===== config.mk =====
export PLATFORM = sky130hd
export DESIGN_NAME = fetch_ctrl
export DESIGN_NICKNAME = d
export VERILOG_FILES = /design/src/rtl/fetch_pkg.sv /design/src/rtl/fetch_ctrl_redirect_buf.sv /design/src/rtl/fetch_ctrl.sv
export SDC_FILE = /design/constraint.sdc
export NUM_CORES = 1
export LEC_CHECK = 0
export BUFFER_PORTS_ARGS = -buffer_cell sky130_fd_sc_hd__buf_4
export CAP_MARGIN = 20
export CELL_PAD_IN_SITES_DETAIL_PLACEMENT = 0
export CELL_PAD_IN_SITES_GLOBAL_PLACEMENT = 1
export CORE_MARGIN = 3
export CORE_UTILIZATION = 41
export CTS_CLUSTER_DIAMETER = 60
export DETAILED_ROUTE_END_ITERATION = 7
export GPL_TIMING_DRIVEN = 0
export PLACE_DENSITY_LB_ADDON = 0.2
export SYNTH_ARGS = -nofsm -noshare
export SYNTH_HDL_FRONTEND = slang
export SYNTH_HIERARCHICAL = 1
export SYNTH_SLANG_ARGS = --single-unit

===== constraint.sdc =====
create_clock -name clk -period 6.4 [get_ports clk]
set_input_delay 1.28 -clock clk [delete_from_list [all_inputs] [get_ports clk]]
set_output_delay 1.28 -clock clk [all_outputs]
set_load 0.1 [all_outputs]

===== src/rtl/fetch_pkg.sv =====
// Shared types and constants for the fetch-stage sequencer.
// The exception redirect level is only built when FETCH_CTRL_EXC_EN is defined.
package fetch_pkg;

    typedef enum logic [1:0] {
        ST_BOOT  = 2'd0,
        ST_FETCH = 2'd1,
        ST_HOLD  = 2'd2
    } fetch_state_t;

    // Numeric order doubles as redirect priority, so a plain compare picks the winner.
    typedef enum logic [1:0] {
        SRC_NONE = 2'd0,
        SRC_JMP  = 2'd1,
        SRC_BR   = 2'd2,
        SRC_EXC  = 2'd3
    } redir_src_t;

    localparam logic [31:0] DEFAULT_RESET_VECTOR = 32'hBFC0_0000;

    // A new request replaces an older one of equal or lower priority (newest wins on a tie).
    function automatic logic takes_over(input logic [1:0] new_src, input logic [1:0] old_src);
        return (new_src != SRC_NONE) && (new_src >= old_src);
    endfunction

endpackage


===== src/rtl/fetch_ctrl_redirect_buf.sv =====
// Pending-redirect register: remembers the strongest redirect seen while a read is outstanding.
// Only exception-capable when FETCH_CTRL_EXC_EN is defined (the top never presents SRC_EXC otherwise).
module redirect_buf
    import fetch_pkg::*;
(
    input  logic        clk,
    input  logic        rst,
    input  logic [1:0]  new_src,
    input  logic [31:0] new_target,
    input  logic        capture,
    input  logic        clear,
    output logic        pend_valid,
    output logic [1:0]  pend_src,
    output logic [31:0] pend_target
);

    redir_src_t  src_q;
    logic [31:0] target_q;

    always_ff @(posedge clk or negedge rst) begin
        if (!rst) begin
            src_q    <= SRC_NONE;
            target_q <= '0;
        end else if (clear) begin
            src_q    <= SRC_NONE;
            target_q <= '0;
        end else if (capture && takes_over(new_src, src_q)) begin
            src_q    <= redir_src_t'(new_src);
            target_q <= new_target;
        end
    end

    assign pend_valid  = (src_q != SRC_NONE);
    assign pend_src    = src_q;
    assign pend_target = target_q;

endmodule


===== src/rtl/fetch_ctrl.sv =====
// Fetch-stage sequencer: drives the PC register, issues imem reads and feeds IF/ID.
// Define FETCH_CTRL_EXC_EN to add the exc_req/exc_target ports and the exception redirect level.
module fetch_ctrl
    import fetch_pkg::*;
#(
    parameter logic [31:0] RESET_VECTOR = DEFAULT_RESET_VECTOR
)
(
    input  logic        clk,
    input  logic        rst,
    input  logic [31:0] pc,
    output logic        pc_enable,
    output logic        pc_load,
    output logic [31:0] pc_next,
    output logic        imem_req,
    input  logic        imem_ready,
    input  logic [31:0] imem_rdata,
    input  logic        stall,
`ifdef FETCH_CTRL_EXC_EN
    input  logic        exc_req,
    input  logic [31:0] exc_target,
`endif
    input  logic        br_taken,
    input  logic [31:0] br_target,
    input  logic        jmp_req,
    input  logic [31:0] jmp_target,
    output logic        if_valid,
    output logic [31:0] if_inst,
    output logic [31:0] if_pc,
    output logic        flush
);

    fetch_state_t state;
    logic [31:0]  hold_inst;

    redir_src_t   new_src;
    logic [31:0]  new_target;
    logic         pend_valid;
    logic [1:0]   pend_src;
    logic [31:0]  pend_target;
    logic         win_valid;
    logic [31:0]  win_target;
    logic         capture;
    logic         clear;

    // Same-cycle winner: later assignments are higher priority.
    always_comb begin
        new_src    = SRC_NONE;
        new_target = '0;
        if (jmp_req) begin
            new_src    = SRC_JMP;
            new_target = jmp_target;
        end
        if (br_taken) begin
            new_src    = SRC_BR;
            new_target = br_target;
        end
`ifdef FETCH_CTRL_EXC_EN
        if (exc_req) begin
            new_src    = SRC_EXC;
            new_target = exc_target;
        end
`endif
    end

    // A fresh request that outranks (or ties) the pending entry wins this cycle.
    always_comb begin
        win_valid  = pend_valid;
        win_target = pend_target;
        if (takes_over(new_src, pend_src)) begin
            win_valid  = 1'b1;
            win_target = new_target;
        end
    end

    redirect_buf u_redirect_buf (
        .clk         (clk),
        .rst         (rst),
        .new_src     (new_src),
        .new_target  (new_target),
        .capture     (capture),
        .clear       (clear),
        .pend_valid  (pend_valid),
        .pend_src    (pend_src),
        .pend_target (pend_target)
    );

    // PC and memory controls are combinational so a redirect lands in the same cycle it is applied.
    always_comb begin
        pc_enable = 1'b0;
        pc_load   = 1'b0;
        pc_next   = '0;
        imem_req  = 1'b0;
        capture   = 1'b0;
        clear     = 1'b0;
        unique case (state)
            ST_BOOT: begin
                pc_enable = 1'b1;
                pc_load   = 1'b1;
                pc_next   = RESET_VECTOR;
                clear     = 1'b1;
            end
            ST_FETCH: begin
                imem_req = 1'b1;
                if (!imem_ready) begin
                    capture = 1'b1;
                end else if (win_valid) begin
                    pc_enable = 1'b1;
                    pc_load   = 1'b1;
                    pc_next   = win_target;
                    clear     = 1'b1;
                end else if (!stall) begin
                    pc_enable = 1'b1;
                end
            end
            ST_HOLD: begin
                if (win_valid) begin
                    pc_enable = 1'b1;
                    pc_load   = 1'b1;
                    pc_next   = win_target;
                    clear     = 1'b1;
                end else if (!stall) begin
                    pc_enable = 1'b1;
                end
            end
            default: begin
                pc_enable = 1'b0;
            end
        endcase
    end

    // The PC is frozen in HOLD, so the live pc is still the address of the buffered word.
    always_ff @(posedge clk or negedge rst) begin
        if (!rst) begin
            state     <= ST_BOOT;
            if_valid  <= 1'b0;
            if_inst   <= '0;
            if_pc     <= '0;
            flush     <= 1'b0;
            hold_inst <= '0;
        end else begin
            if_valid <= 1'b0;
            flush    <= 1'b0;
            case (state)
                ST_BOOT: begin
                    state <= ST_FETCH;
                end
                ST_FETCH: begin
                    if (imem_ready) begin
                        if (win_valid) begin
                            flush <= 1'b1;
                        end else if (stall) begin
                            hold_inst <= imem_rdata;
                            state     <= ST_HOLD;
                        end else begin
                            if_valid <= 1'b1;
                            if_inst  <= imem_rdata;
                            if_pc    <= pc;
                        end
                    end
                end
                ST_HOLD: begin
                    if (win_valid) begin
                        flush <= 1'b1;
                        state <= ST_FETCH;
                    end else if (!stall) begin
                        if_valid <= 1'b1;
                        if_inst  <= hold_inst;
                        if_pc    <= pc;
                        state    <= ST_FETCH;
                    end
                end
                default: begin
                    state <= ST_BOOT;
                end
            endcase
        end
    end

endmodule


==> impl_metrics.csv <==
group,metric,value,unit
floorplan,initial_core_util,0.419,
cts,clk_latency,420,ps
setup_path,rr_worst_depth,11,
timing,setup_tns,0,ps
cts,htree_levels,4,
route,wl,19.8,mm
logic_synthesis,ys_warn_count,6,
finish,final_area,9300,µm²
floorplan,die_w,134,µm
placement,portBuffers,234,
route,wl_per_cell,17.8,µm
route,firstDrtPassIters,4,
logic_synthesis,syn_avg_cell_area,10.6,µm²
cts,cts_setup_buffers,0,
route,drc,0,
floorplan,num_rows,46,
grt,grt_pass1_wl,31.6,mm
timing,grt_setup_unrepaired,"no",
cts,cts.clk_slew.worst_paths,50,ps
setup_path,worstPathMaxFanout,11,
timing,fmax,0.167,GHz
cts,cts_tree,"built",
timing,skew,9.15,ps
grt,antenna_found_initial,0,
timing,worstMarginPinSlew,737,ps
logic_synthesis,synthFlopType,"dfrtp_1",
cts,root_buffer,"clkbuf_16",
timing,hold_viol,0,
grt,grt_max_degree,95,
logic_synthesis,synthCells,631,
logic_synthesis,synth.distinct_cells,39,
logic_synthesis,synth.area.top_cells,"dfrtp_1, mux2_2, mux2i_1, a21oi_1, nand2_1",
floorplan,io_pins,235,
floorplan,die_y,134,µm
setup_path,end_kind,"primary output",
cts,cts_buffers,17,
placement,dp_slack,246,ps
route,via_per_inst,5.21,
timing,setup_viol,0,
logic_synthesis,synth_common_cells,"dfrtp_1, nand2_1, a21oi_1",
hold_path,worstHoldPathCells,1,
hold_path,holdCritPathClass,"reg2reg",
timing,setup_ws,413,ps
timing,slew_headroom,0.509,
run_status,status,"completed",
grt,grt.total_usage,0.223,
logic_synthesis,synth-async-reset-ratio,1.00,
floorplan,core-area,15900,µm²
logic_synthesis,syn_nets,773,
setup_path,cp.arrival,4710,ps
placement,gp_congestion,0.858,
run,max_cap_viol_count,0,
cts,cts.sinks,134,
finish,area_growth,39.2,%
logic_synthesis,synth_area,6680,µm²
placement,hpwl,14.5,mm
finish,final_net_count,1027,
setup_path,cp_data_required_time,5120,ps
route,drtIter0Drc,263,
logic_synthesis,netlist.area_leader.share,0.502,
logic_synthesis,yosys.area.top_type,"dfrtp_1",
timing,layout_min_cycle_time,5990,ps
logic_synthesis,synth_most_common_cell,"dfrtp_1",
timing,slew_viol_final,0,
route,num_vias,5795,
timing,period_share,0.935,
cts,cts_buffer_depth,2,
placement,placed_cell_area,8740,µm²
logic_synthesis,yosysSeqAreaShare,0.502,
setup_path,start_kind,"input port",
route,ant_nets,0,
floorplan,die_area,17900,µm²
cts,cts_hold_buffers,0,
finish,layout-drive-gt1-share,0.394,
logic_synthesis,ys_ff_latch,134,
grt,grt-ovfl-total,0,
finish,n_antenna_cell,0,
logic_synthesis,synth_edf_count,0,
grt,grt_pass1_vias,6309,
setup_path,crit_type,"in2out",
-- layout make-up --
| cell class | count | area (µm²) |
|---|---|---|
| clock buffer | 23 | 458 |
| fill | 1372 | 6640 |
| tap | 216 | 270 |
| sequential | 134 | 3350 |
| multi-input combinational | 438 | 3030 |
| buffer | 52 | 277 |
| inverter | 7 | 26.3 |
| clock inverter | 8 | 101 |
| timing repair buffer | 235 | 1790 |
-- worst max-delay path, stage by stage --
cell and delay (ps):
buf_4 130, clkbuf_1 210, nor2b_1 150, clkbuf_1 310, clkbuf_2 340, inv_1 80
ha_1 290, or3b_1 470, clkbuf_1 280, nand2_1 200, buf_2 290, nand3_1 110
a21oi_1 220, buf_4 330
-- cells in the final DEF (no fill, tap or decap), types with 2 or more instances in the layout --
cell type,instances
mux2i_1,65
ha_1,8
o21ai_1,10
nand2_1,97
clkbuf_16,17
and2_1,3
nand3_1,23
a22o_1,33
or3b_1,2
buf_4,240
buf_8,3
clkinv_2,2
clkbuf_2,2
bufinv_16,2
buf_2,9
clkbuf_1,34
mux2_2,64
buf_6,2
nor2b_1,2
o21ai_0,4
inv_1,7
clkinvlp_4,3
dfrtp_1,134
a21oi_1,74
nor4_1,2
nor2_1,35
-- cell families (layout without fill, tap and decap cells) --
| logic type | count (synthesis) | count (layout) | share of synthesized area |
|---|---|---|---|
| compound gates | 129 | 129 | 0.122 |
| fa+ha+maj | 8 | 8 | 0.0150 |
| buf+inv | 59 | 325 | 0.0451 |
| flops | 134 | 134 | 0.502 |
| mux | 130 | 130 | 0.207 |
| simple gates | 171 | 171 | 0.109 |
-- routing by layer --
layer	vias up	track usage	wire length (µm)
li1	2709	-	-
met1	2848	0.261	7980
met2	210	0.386	9930
met3	28	0.0684	1510
met4	0	0.0846	383
met5	-	0	0
-- worst paths after layout --
check / from / endpoint / slack [ps]
max: br_taken / pc_next[17] / 410
min: if_pc[29] / if_pc[29] / 510
max reg2reg: state[1] / u_redirect_buf/pend_target[15] / 2840
min reg2reg: if_pc[29] / if_pc[29] / 510
max in group asynchronous: rst / if_inst[7] / 4830
min in group asynchronous: rst / u_redirect_buf/pend_target[16] / 770
-- stage by stage --
stage | hold WS, ps | util | instances
after floorplan | 458 | - | 631
after global placement | 466 | 0.546 | 1081
after detailed placement | 496 | 0.548 | 1082
after CTS | 509 | 0.583 | 1113
after global routing | 515 | 0.583 | 1113
final | 506 | 0.583 | 1113
-- state kept, by name (all words and copies together) (netlist names) --
signal / count
hold_inst: 32
if_inst: 32
if_pc: 32
u_redirect_buf/pend_target: 32
state: 2
u_redirect_buf/pend_src: 2
flush: 1
if_valid: 1
-- timing repair --
| item | 4_1_cts | 5_1_grt |
|---|---|---|
| setup endpoints to repair | 0 | 10 |
| gates resized for setup | 0 | 2 |
| endpoints found under the hold margin | 0 | 0 |
Power is left out: the tool's default activity adds up to more than one toggle a clock period on the data nets, which glitch-free logic cannot reach.
